===== config.mk =====
export PLATFORM = sky130hd
export DESIGN_NAME = hci_stream_store_packer
export DESIGN_NICKNAME = d
export VERILOG_FILES = /design/src/rtl/hci_stream_store_packer_pkg.sv /design/src/rtl/hci_stream_store_packer.sv
export SDC_FILE = /design/constraint.sdc
export NUM_CORES = 1
export LEC_CHECK = 0
export CAP_MARGIN = 25
export CORE_ASPECT_RATIO = 1.1
export CORE_MARGIN = 1.5
export CORE_UTILIZATION = 55
export CTS_BUF_LIST = sky130_fd_sc_hd__clkbuf_2
export DETAILED_ROUTE_END_ITERATION = 10
export GPL_ROUTABILITY_DRIVEN = 0
export GPL_TIMING_DRIVEN = 0
export PLACE_DENSITY_LB_ADDON = 0.25
export SLEW_MARGIN = 20
export SYNTH_ARGS = -nofsm -noshare
export SYNTH_HDL_FRONTEND = slang
export SYNTH_SLANG_ARGS = --single-unit

===== constraint.sdc =====
create_clock -name clk_i -period 5.9 [get_ports clk_i]
set_input_delay 0.59 -clock clk_i [delete_from_list [all_inputs] [get_ports clk_i]]
set_output_delay 0.59 -clock clk_i [all_outputs]
set_load 0.05 [all_outputs]

===== src/rtl/hci_stream_store_packer_pkg.sv =====
// Shared types for the HCI stream store packer: FSM state, job control and status flags.
package hci_stream_store_packer_pkg;

    // Job length is carried zero-extended to this width inside the control struct.
    localparam int HCI_PACKER_LEN_MAX_W = 32;

    typedef enum logic [1:0] {
        PACKER_IDLE  = 2'd0,
        PACKER_PACK  = 2'd1,
        PACKER_DRAIN = 2'd2
    } hci_packer_state_t;

    typedef struct packed {
        logic                            start;
        logic [HCI_PACKER_LEN_MAX_W-1:0] len;
    } hci_packer_ctrl_t;

    typedef struct packed {
        logic busy;
        logic done;
    } hci_packer_flags_t;

    // Number of narrow lanes per wide word.
    function automatic int packer_ratio(input int in_dw, input int out_dw);
        return out_dw / in_dw;
    endfunction

endpackage


===== src/rtl/hci_stream_store_packer.sv =====
// Packs narrow HWPE-Stream beats into wide words (lane 0 first) for the HCI sink
// streamer. The last word of a job may be partial; unused lanes are strb=0/data=0.
module hci_stream_store_packer
    import hci_stream_store_packer_pkg::*;
#(
    parameter int IN_DW  = 32,
    parameter int OUT_DW = 256,
    parameter int LEN_W  = 16
) (
    input  logic                  clk_i,
    input  logic                  rst_ni,
    input  logic                  clear_i,
    input  logic                  enable_i,
    input  logic                  start_i,
    input  logic [LEN_W-1:0]      len_i,
    input  logic                  in_valid_i,
    input  logic [IN_DW-1:0]      in_data_i,
    input  logic [IN_DW/8-1:0]    in_strb_i,
    output logic                  in_ready_o,
    output logic                  out_valid_o,
    output logic [OUT_DW-1:0]     out_data_o,
    output logic [OUT_DW/8-1:0]   out_strb_o,
    input  logic                  out_ready_i,
    output logic                  busy_o,
    output logic                  done_o
);

    localparam int R  = packer_ratio(IN_DW, OUT_DW);
    localparam int LW = (R > 1) ? $clog2(R) : 1;
    localparam int SW = IN_DW / 8;

    hci_packer_state_t        r_state;
    hci_packer_flags_t        r_flags;
    logic [LEN_W-1:0]         r_len_q;
    logic [LEN_W-1:0]         r_beat_q;
    logic [LW-1:0]            r_lane_q;
    logic                     r_full_q;
    logic [R-1:0][IN_DW-1:0]  r_buf_data;
    logic [R-1:0][SW-1:0]     r_buf_strb;
    logic                     r_out_valid;
    logic [OUT_DW-1:0]        r_out_data;
    logic [OUT_DW/8-1:0]      r_out_strb;

    hci_packer_ctrl_t         w_ctrl;
    logic                     w_xfer;
    logic                     w_in_ready;
    logic                     w_accept;
    logic [LW-1:0]            w_wlane;
    logic                     w_last;
    logic                     w_lane_top;

    assign w_ctrl     = '{start: start_i, len: HCI_PACKER_LEN_MAX_W'(len_i)};
    assign w_xfer     = enable_i & r_full_q & (~r_out_valid | out_ready_i);
    assign w_in_ready = enable_i & (r_state == PACKER_PACK) & (~r_full_q | w_xfer);
    assign w_accept   = in_valid_i & w_in_ready;
    // A beat arriving alongside a transfer goes into lane 0 of the freshly cleared buffer.
    assign w_wlane    = w_xfer ? '0 : r_lane_q;
    assign w_last     = (r_beat_q == r_len_q - LEN_W'(1));
    assign w_lane_top = (w_wlane == LW'(R - 1));

    // Job sequencing: IDLE -> PACK -> DRAIN -> IDLE, with registered busy/done.
    always_ff @(posedge clk_i or negedge rst_ni) begin
        if (!rst_ni) begin
            r_state  <= PACKER_IDLE;
            r_flags  <= '0;
            r_len_q  <= '0;
            r_beat_q <= '0;
        end else if (clear_i) begin
            r_state  <= PACKER_IDLE;
            r_flags  <= '0;
            r_len_q  <= '0;
            r_beat_q <= '0;
        end else begin
            r_flags.done <= 1'b0;
            if (w_accept) r_beat_q <= r_beat_q + LEN_W'(1);
            case (r_state)
                PACKER_IDLE: begin
                    if (w_ctrl.start) begin
                        if (w_ctrl.len == '0) begin
                            r_flags.done <= 1'b1;
                        end else begin
                            r_len_q      <= len_i;
                            r_beat_q     <= '0;
                            r_state      <= PACKER_PACK;
                            r_flags.busy <= 1'b1;
                        end
                    end
                end
                PACKER_PACK: begin
                    if (w_accept && w_last) r_state <= PACKER_DRAIN;
                end
                PACKER_DRAIN: begin
                    // Last word has left the output register and nothing is pending.
                    if (r_out_valid && out_ready_i && !r_full_q) begin
                        r_flags.done <= 1'b1;
                        r_flags.busy <= 1'b0;
                        r_state      <= PACKER_IDLE;
                    end
                end
                default: r_state <= PACKER_IDLE;
            endcase
        end
    end

    // Pack buffer, lane pointer and full flag.
    always_ff @(posedge clk_i or negedge rst_ni) begin
        if (!rst_ni) begin
            r_buf_data <= '0;
            r_buf_strb <= '0;
            r_lane_q   <= '0;
            r_full_q   <= 1'b0;
        end else if (clear_i) begin
            r_buf_data <= '0;
            r_buf_strb <= '0;
            r_lane_q   <= '0;
            r_full_q   <= 1'b0;
        end else begin
            if (w_xfer) begin
                r_buf_data <= '0;
                r_buf_strb <= '0;
                r_lane_q   <= '0;
                r_full_q   <= 1'b0;
            end
            if (w_accept) begin
                r_buf_data[w_wlane] <= in_data_i;
                r_buf_strb[w_wlane] <= in_strb_i;
                r_lane_q            <= w_lane_top ? '0 : w_wlane + LW'(1);
                if (w_lane_top || w_last) r_full_q <= 1'b1;
            end
        end
    end

    // Single-entry output register; handshake is independent of enable_i.
    always_ff @(posedge clk_i or negedge rst_ni) begin
        if (!rst_ni) begin
            r_out_valid <= 1'b0;
            r_out_data  <= '0;
            r_out_strb  <= '0;
        end else if (clear_i) begin
            r_out_valid <= 1'b0;
            r_out_data  <= '0;
            r_out_strb  <= '0;
        end else if (w_xfer) begin
            r_out_valid <= 1'b1;
            r_out_data  <= r_buf_data;
            r_out_strb  <= r_buf_strb;
        end else if (out_ready_i) begin
            r_out_valid <= 1'b0;
        end
    end

    assign in_ready_o  = w_in_ready;
    assign out_valid_o = r_out_valid;
    assign out_data_o  = r_out_data;
    assign out_strb_o  = r_out_strb;
    assign busy_o      = r_flags.busy;
    assign done_o      = r_flags.done;

endmodule

# Word-level counts from Yosys, hierarchy flattened
# Cells that the tools add are included.
# op_classes
eq_ne	9
n_bitwise	9
n_reduce_logical	16
mux	50
magnitude_cmp	2
n_addsub	3
# ops
cell	count
2-to-1 mux 256 bit	6
bitwise mux 256 bit	1
2-to-1 mux 32 bit	7
2-to-1 mux 16 bit	9
demux 32 bit (select 3 bit)	1
bitwise mux 32 bit	1
zero test 32 bit	1
adder 16 x 1 -> 16 bit, second input constant	1
equality test 16 bit	1
2-to-1 mux 2 bit	8
subtractor 16 x 1 -> 16 bit, second input constant	1
demux 4 bit (select 3 bit)	1
2-to-1 mux 3 bit	4
2-to-1 mux 1 bit	9
!= test 3 bit, second input constant	3
AND reduction 4 bit	2
one-hot mux 2 bit (3 select lines)	1
nonzero test 2 bit	3
nonzero test 3 bit	2
bitwise AND 1 bit	5
logical AND 1 bit	4
< comparator 3 x 4 -> 1 bit, second input constant	1
2-to-1 mux 4 bit	1
one-hot mux 2 bit (2 select lines)	1
other kinds (13)	15
# word_totals
output_inout_bits	292
wordCells	115
reg_bits	617
inputBits	59

# Longest topological paths before layout
# logic_depth
ltp_word	11
ltp_mapped	9
ltp_nobuf	8

# Worst setup path after synthesis
# OpenSTA, ideal clock, no wires.
# synth_timing
path_type	register to register
startpoint	register r_len_q[0]
endpoint	register r_state[1]
path_stages_with_launch	10
period_less_slack_ns	2.263
setup_slack_ns	3.637
required_ns	5.780
n_path_buf	1
setup_ns	0.120
arrival_ns	2.142
cell_sequence	dfrtp_1 -> buf_6 -> inv_1 -> ha_1 -> or4b_4 -> or3_1 -> a32oi_1 -> o31ai_1 -> a41o_1 -> o211a_1
# synth_between
elab_chain_cells	5
# synth_lines
element	line	text
start: declaration	hci_stream_store_packer.sv:34	logic [LEN_W-1:0] r_len_q;
start signal: assignment	hci_stream_store_packer.sv:82	r_len_q <= len_i;
subtractor 16 x 1 -> 16 bit	hci_stream_store_packer.sv:58	assign w_last = (r_beat_q == r_len_q - LEN_W'(1));
equality test 16 bit	hci_stream_store_packer.sv:58	
logical AND 1 bit	hci_stream_store_packer.sv:90	if (w_accept && w_last) r_state <= PACKER_DRAIN;
!= test 3 x 2 -> 1 bit (no line)	n/a	
AND reduction 4 bit (no line)	n/a	
end signal: assignment	hci_stream_store_packer.sv:64	r_state <= PACKER_IDLE;
end signal: assignment	hci_stream_store_packer.sv:90	
end signal: assignment	hci_stream_store_packer.sv:97	r_state <= PACKER_IDLE;
end: declaration	hci_stream_store_packer.sv:32	hci_packer_state_t r_state;
# No other way between the ends.
# A chain may end at the register's enable or synchronous reset.

# Worst setup path in the final report
# layout_timing
startpoint	register r_state[1]
endpoint	output port in_ready_o
# layout_between
elab_chain_cells	3
# layout_lines
element	line	text
start signal: assignment	hci_stream_store_packer.sv:64	
start signal: assignment	hci_stream_store_packer.sv:69	r_state <= PACKER_IDLE;
start signal: assignment	hci_stream_store_packer.sv:84	r_state <= PACKER_PACK;
equality test 2 x 1 -> 1 bit	hci_stream_store_packer.sv:54	assign w_in_ready = enable_i & (r_state == PACKER_PACK) & (~r_full_q | w_xfer);
bitwise AND 1 bit (2 in a row)	hci_stream_store_packer.sv:54	
end: declaration	hci_stream_store_packer.sv:19	output logic in_ready_o,
# No other way between the ends.

==> results.json <==
{
  "dieArea_um2": 47700,
  "syn_nets": 2822,
  "hold_viol": 0,
  "status": "finished clean",
  "start_kind": "flop",
  "yosysWarnings": 0,
  "avgSynthCellArea_um2": 9.25,
  "p_total_mw": 7.65,
  "worst_slack_ps": 2440,
  "synth.area.top_cells": "dfrtp_1, nand2_1, a21oi_1, nand3_1, clkbuf_1",
  "synth_largest_area_cell": "dfrtp_1",
  "slew_violations": 0,
  "antenna_left": 0,
  "layout_common_cells": "nand2_1, dfrtp_1, a21oi_1",
  "antenna_found_initial": 2,
  "path_class": "flop to output port",
  "grt_first_pass_wirelength_mm": 128,
  "finalWirelength_mm": 83.8,
  "crit_arrival_ps": 2870,
  "dp.final_hpwl_mm": 58.1,
  "row_count": 82,
  "drc_errors": 0,
  "wire_per_inst_um": 21.2,
  "area_delta_synth_final_pct": 23.1,
  "place_ws_ps": 2140,
  "p_leak_nw": 13.4,
  "grt_max_degree": 103,
  "critPathMaxFanout": 10,
  "cts_resized": 0,
  "start_util": 0.559,
  "ctsHoldBuffers": 43,
  "fin_crit_sh": 0.587,
  "cts_num_sinks": 617,
  "placed_cells_incl_taps": 3668,
  "grt_pass1_vias": 22939,
  "grt_use_total": 0.352,
  "die_y_um": 229,
  "ys_seq_elements": 617,
  "drt-initial-drc-count": 2325,
  "cellPowerDensity_nw_per_um2": 243,
  "fin_nets": 3343,
  "fin_setup_tns_ps": 0,
  "layout-drive-gt1-share": 0.0929,
  "hold_ws_ps": 71.5,
  "rsz0062_at_grt": "false",
  "netlist_area_um2": 25500,
  "path_clk_slew_ps": 100,
  "vias": 23026,
  "cap_violations": 0,
  "ys_types": 58,
  "layout_commonest_cell": "nand2_1",
  "fin_worst_skew_ps": 81.1,
  "seq_area_frac_synth": 0.605,
  "cts_root_buf": "clkbuf_2",
  "multi_input_area_um2": 8930,
  "final_util": 0.688,
  "hold_class": "primary input to flop",
  "fin_crit_ps": 3460,
  "dr.pass1.iters": 6,
  "pin_count": 351,
  "finalSetupViolations": 0,
  "synth_edf_count": 0,
  "clock_latency_ps": 1200,
  "async_reset_ff_frac": 1.00,
  "synthesis.instances": 2759,
  "ir_worst_vdd_uv": 133,
  "cts_made_buffers": 154,
  "synth_top_area_frac": 0.605,
  "grt_overflow": 0,
  "final_area_um2": 31400,
  "max_freq_mhz": 289,
  "cts_max_level": 4,
  "crit_path_end_kind": "output port",
  "clockBufferDepth": 3,
  "post-cts-setup-buffers": 0,
  "fillers": 3669,
  "core_um2": 45700,
  "crit_required_ps": 5310,
  "regArea_um2": 15400,
  "die_x_um": 208,
  "io_buffers": 313,
  "cts_tree": "done",
  "placed_area_um2": 29600,
  "slew_headroom": 0.214,
  "synth_flop_cell": "dfrtp_1",
  "vias_per_cell": 5.81,
  "worst_slew_pin_slew_ps": 1180,
  "instances_no_fill": 3962
}
[logic make-up (layout without fill, tap and decap cells)]
family,after synthesis,after routing,synth area share
AND/OR/NAND/NOR,1210,1210,0.200
flip-flops,617,617,0.605
XOR/XNOR,32,32,0.0110
buffers and inverters,268,880,0.0454
other,0,3,0
adder cells (fa/ha/maj),4,4,0.00196
AO/OA/AOI/OAI,628,628,0.137
[cell usage after synthesis (2+ instances only)]
master    number
clkbuf_1     179
nor4_1        11
nor3_2         3
buf_6          2
nand3b_1      21
or3_1          4
a32oi_1        2
buf_2         12
buf_4         31
and4_1         3
dfrtp_1      617
o21ai_1        3
nand2_1      826
a22o_1        68
nor2_1       108
or4_1          2
a21oi_1      532
o211a_1        2
o31a_1         2
inv_1         12
xor2_1        13
o21ai_0        5
and3_1         3
clkbuf_2       6
nor4_2         4
nor2b_1        3
nand2b_1       5
and2_1         3
nor3_1         8
ha_1           4
buf_1         26
nand4_1        7
nand3_1      188
xnor2_1       19
o31ai_1        2
[sequential cells by signal (all words and copies together) (netlist names)]
name	flops
out_data_o	256
r_buf_data	256
out_strb_o	32
r_buf_strb	32
r_beat_q	16
r_len_q	16
r_lane_q	3
r_state	2
busy_o	1
done_o	1
out_valid_o	1
r_full_q	1
[critical path: stages, from the launching register on]
cell and delay (ps):
dfrtp_1 510, nor2b_2 230, and3_1 190, clkdlybuf4s50_1 800
[where the power goes]
part	switching, mW	internal, mW	total (mW)
Sequential	0.0138	4.24	4.25
Combinational	0.326	0.121	0.447
Clock	1.71	1.24	2.95
Total	2.05	5.60	7.65
[final cells by class]
class                      instances  share of cell area
buffer                           256              0.0355
inverter                          12             0.00143
multi-input combinational       1874               0.284
antenna                            3            0.000239
sequential                       617               0.492
tap                              588              0.0234
clock buffer                     218              0.0347
clock inverter                    29             0.00876
timing repair buffer             365               0.120
[routing by layer]
layer / global-route usage / vias up / wire length, µm
met5: 0 / - / 0
met3: 0.0728 / 274 / 7290
met4: 0.217 / 0 / 4780
met2: 0.543 / 1277 / 38900
met1: 0.459 / 11204 / 32800
li1: - / 10271 / -
[worst paths after layout]
check,cells after the start,endpoint,slack (ps),from
hold reg to reg,2,out_data_o[0],500,r_buf_data[0]
setup / recovery,3,in_ready_o,2440,r_state[1]
hold / removal,3,r_len_q[15],70,len_i[15]
min in group asynchronous,3,out_data_o[189],430,rst_ni
setup reg to reg,7,out_data_o[155],2760,out_valid_o
max in group asynchronous,5,r_buf_data[37],4290,rst_ni
Power figures use the tool's default switching activity.
